===== src/rtl/mem_arbiter.sv =====
// Arbitrates the single-ported unified memory between instruction fetch and load/store.
// Data wins by default; a starvation guard bounds fetch stalls and d_lock reserves the port.
module mem_arbiter #(
    parameter int ADDR_W     = 16,
    parameter int DATA_W     = 32,
    parameter int STARVE_MAX = 4
) (
    input  logic                clk,
    input  logic                rst,
    input  logic                i_req,
    input  logic [ADDR_W-1:0]   i_addr,
    output logic                i_gnt,
    output logic                i_rvalid,
    output logic [DATA_W-1:0]   i_rdata,
    input  logic                d_req,
    input  logic                d_we,
    input  logic [DATA_W/8-1:0] d_be,
    input  logic [ADDR_W-1:0]   d_addr,
    input  logic [DATA_W-1:0]   d_wdata,
    input  logic                d_lock,
    output logic                d_gnt,
    output logic                d_rvalid,
    output logic [DATA_W-1:0]   d_rdata,
    output logic                m_en,
    output logic                m_we,
    output logic [DATA_W/8-1:0] m_be,
    output logic [ADDR_W-1:0]   m_addr,
    output logic [DATA_W-1:0]   m_wdata,
    input  logic [DATA_W-1:0]   m_rdata
);

    localparam int CNT_W = $clog2(STARVE_MAX + 1);
    localparam logic [CNT_W-1:0] STARVE_LIM = CNT_W'(STARVE_MAX);

    logic [CNT_W-1:0] starve_cnt;
    logic             lock_r;
    logic             resp_i;
    logic             resp_d;

    // Handshake: a requester holds req and its payload stable until gnt is high in a
    // cycle; that cycle is the transfer, and rvalid follows exactly one cycle later.
    always_comb begin
        i_gnt = 1'b0;
        d_gnt = 1'b0;
        if (lock_r) begin
            d_gnt = d_req;
        end else if ((starve_cnt == STARVE_LIM) && i_req) begin
            i_gnt = 1'b1;
        end else if (d_req) begin
            d_gnt = 1'b1;
        end else if (i_req) begin
            i_gnt = 1'b1;
        end
    end

    // Fetch has no write path, so write data always comes from the data side.
    always_comb begin
        m_en    = i_gnt | d_gnt;
        m_we    = d_gnt & d_we;
        m_addr  = d_gnt ? d_addr : i_addr;
        m_be    = d_gnt ? d_be : '1;
        m_wdata = d_wdata;
    end

    always_ff @(posedge clk) begin
        if (rst) begin
            starve_cnt <= '0;
            lock_r     <= 1'b0;
            resp_i     <= 1'b0;
            resp_d     <= 1'b0;
        end else begin
            resp_i <= i_gnt;
            resp_d <= d_gnt;
            lock_r <= d_lock & (lock_r | d_gnt);
            // Locked cycles still count as denied fetch cycles.
            if (!i_req || i_gnt) begin
                starve_cnt <= '0;
            end else if (starve_cnt != STARVE_LIM) begin
                starve_cnt <= starve_cnt + CNT_W'(1);
            end
        end
    end

    assign i_rvalid = resp_i;
    assign d_rvalid = resp_d;
    assign i_rdata  = m_rdata;
    assign d_rdata  = m_rdata;

endmodule


===== config.mk =====
export PLATFORM = sky130hd
export DESIGN_NAME = mem_arbiter
export DESIGN_NICKNAME = d
export VERILOG_FILES = /design/src/rtl/mem_arbiter.sv
export SDC_FILE = /design/constraint.sdc
export NUM_CORES = 1
export LEC_CHECK = 0
export ABC_AREA = 1
export CORE_AREA = 2 2 88 90
export DETAILED_ROUTE_END_ITERATION = 12
export DIE_AREA = 0 0 90 92
export PLACE_DENSITY = 0.8
export SYNTH_ARGS = -nofsm -noshare
export SYNTH_HDL_FRONTEND = slang
export SYNTH_SLANG_ARGS = --single-unit
export TNS_END_PERCENT = 5

===== constraint.sdc =====
create_clock -name clk -period 3 [get_ports clk]
set_clock_uncertainty 0.15 [all_clocks]
set_input_delay 0.6 -clock clk [delete_from_list [all_inputs] [get_ports clk]]
set_output_delay 0.6 -clock clk [all_outputs]
set_load 0.02 [all_outputs]

==> impl_metrics.ini <==
[job]
cap_violations = 0

[yosys]
ys_seq_area_frac = 0.09231
syn_avg_cell_area_sq_um = 6.572
syn_area_sq_um = 1301
synthCells = 198
yosys_register_bits = 6
synth_fp_nets = 306
yosysUniqueCellTypes = 18
ys_warn_count = 0

[cts]
cts_setup_buffers = 0
worst_skew_pair.late_latency_ns = 0.23
path_clk_slew_ns = 0.04
cts_made_buffers = 3
cts_root_buffer = clkbuf_8
h-tree-depth = 1
clock_sinks = 6
cts_buffer_depth = 2
cts_hold_buf = 0
cts_tree = done
cts_resized = 19

[power_and_ir_drop]
power_switching_mw = 0.1191
internal_power_mw = 0.2619
vdd_drop_max_mv = 0.08792
switching_share = 0.3126
p_per_area_nw_per_um2 = 271.6
seq_power_share = 0.223
p_comb_frac = 0.451
leakage_nw = 0.6844
pwr-share-clk = 0.325

[outcome]
status = finished, violations left
violations = setup timing

[setup_path]
cp.required_ns = 2.25
critPathMaxFanout = 16
crit_arrival_ns = 2.27
crit_family = buffers and inverters
path_common_cell = clkdlybuf4s50_1
startpoint_type = input port
crit_chain = clkdlybuf4s50_1 -> inv_1 -> nor2_2 -> nand2_4 -> buf_4 -> nand3_1 -> nand2_1 -> clkdlybuf4s50_1
slowest_delay_ns = 0.52
r2r_cells = 8
endpoint_kind = output pin
critPathKind = in2out
cp.depth = 8
path_buf_inv = 4
crit_slowest_cell = clkdlybuf4s50_1

[route]
dr_total_vias = 1007
wirelength_mm = 3.410
vias_per_cell = 3.689
drt_first_pass_iters = 4
drc = 0
wl_per_cell_um = 12.49
first_iter_violations = 15
antenna_left = 0

[sta]
worst_slack_ns = -0.01990
rsz0062_at_grt = yes
fin_hold_ws_ns = 0.3747
worstMarginPinSlew_ns = 0.2626
fin_crit_ns = 3.020
fin_crit_sh = 1.007
drv_slew = 0
max_freq_mhz = 331.1
final_hold_viol_count = 0
setup_viol = 1
maxSlewHeadroom = 0.8247
setup_tns_ns = -0.01990

[floorplan]
die_area_sq_um = 8280
rows = 32
dieHeight_um = 92
boundaryPins = 228
die_w_um = 90
start_util = 0.1747
core_sq_um = 7447

[cells_and_area]
final_cell_mix = clkdlybuf4s50_1, nand2_1, dlygate4sd2_1
layout-drive-gt1-share = 0.07602
area_growth_pct = 7.789
final.fill_count = 843
finalInstanceArea_sq_um = 1403
layout_commonest_cell = clkdlybuf4s50_1
nets = 281
antenna_cells = 0

[placed_design]
place_area_sq_um = 1364
dp_hpwl_mm = 2.769
place.gp.congestion = 0.6157
io_buffers = 67
place_ws_ns = -0.1512

[global_routing]
grt_max_degree = 20
grt_pass1_wl_mm = 5.195
first_global_vias = 1042
grt_usage = 0.07762
antenna_found_initial = 0
overflow = 0

[min_path]
holdPathStages = 2
hp-class = reg2reg
## final cells by class
type,instances,area [sq um],area share
well taps,102,127.6,0.09099
repair buffers,71,689.4,0.4915
clock buffers,3,41.29,0.02944
flip-flops and latches,6,120.1,0.08564
inverters,13,51.30,0.03657
multi-input cells,78,372.9,0.2658
## registers in the layout (all words and copies together) (netlist names)
name	flops
lock_r	1
starve_cnt	3
d_rvalid	1
i_rvalid	1
## worst paths after layout
path,slack (ns),startpoint,end
max,-0.02,i_req,m_addr[7]
min,0.37,lock_r$_SDFF_PP0_,lock_r$_SDFF_PP0_
max reg2reg,1.49,starve_cnt[0]$_SDFFE_PP0P_,d_rvalid$_SDFF_PP0_
min reg2reg,0.37,lock_r$_SDFF_PP0_,lock_r$_SDFF_PP0_
## power groups by stage
stage               combinational [mW]  clock [mW]  sequential, mW
detailed placement               0.185           0          0.0863
global placement                 0.184           0          0.0861
CTS                              0.174       0.128          0.0850
finish                           0.172       0.124          0.0850
floorplan                        0.260           0          0.0874
global route                     0.187       0.132          0.0852
## per-layer routing
layer	up-vias	wire length (um)	track usage
li1	450	-	-
met1	424	1010	0.06269
met2	79	1612	0.1366
met3	54	443	0.03040
met4	0	344	0.08462
met5	-	0	0
## Yosys cell counts (all sizes together)
master | count | area share
clkbuf | 1 | 0.0029
nand2 | 45 | 0.14
nor2 | 9 | 0.028
o21ai | 2 | 0.0077
xor2 | 1 | 0.0067
nand3b | 1 | 0.0058
ha | 2 | 0.019
inv | 13 | 0.039
a21oi | 1 | 0.0038
buf | 100 | 0.59
dfxtp | 6 | 0.092
nand3 | 17 | 0.065
## worst min-delay path, delay by kind of cell (launching register included)
kind	cells	cell delay, ns
flops	1	0.36
compound gates	1	0.06
simple gates	1	0.07
## kinds of logic after synthesis
group                    Yosys count  synth area share
flip-flops                         6           0.09231
adder cells (fa/ha/maj)            2           0.01923
buffers and inverters            114            0.6279
AND/OR/NAND/NOR                   72            0.2423
AO/OA/AOI/OAI                      3           0.01154
XOR/XNOR                           1          0.006732
## metrics by stage
step,std cells,power [mW],utilization
2_1_floorplan,198,0.3476,-
3_3_place_gp,270,0.2702,0.1831
3_5_place_dp,270,0.2715,0.1831
4_1_cts,273,0.3867,0.1868
5_1_grt,273,0.4042,0.1883
6_report,273,0.3810,0.1883
Note: power is estimated with default switching activity, not from simulation.
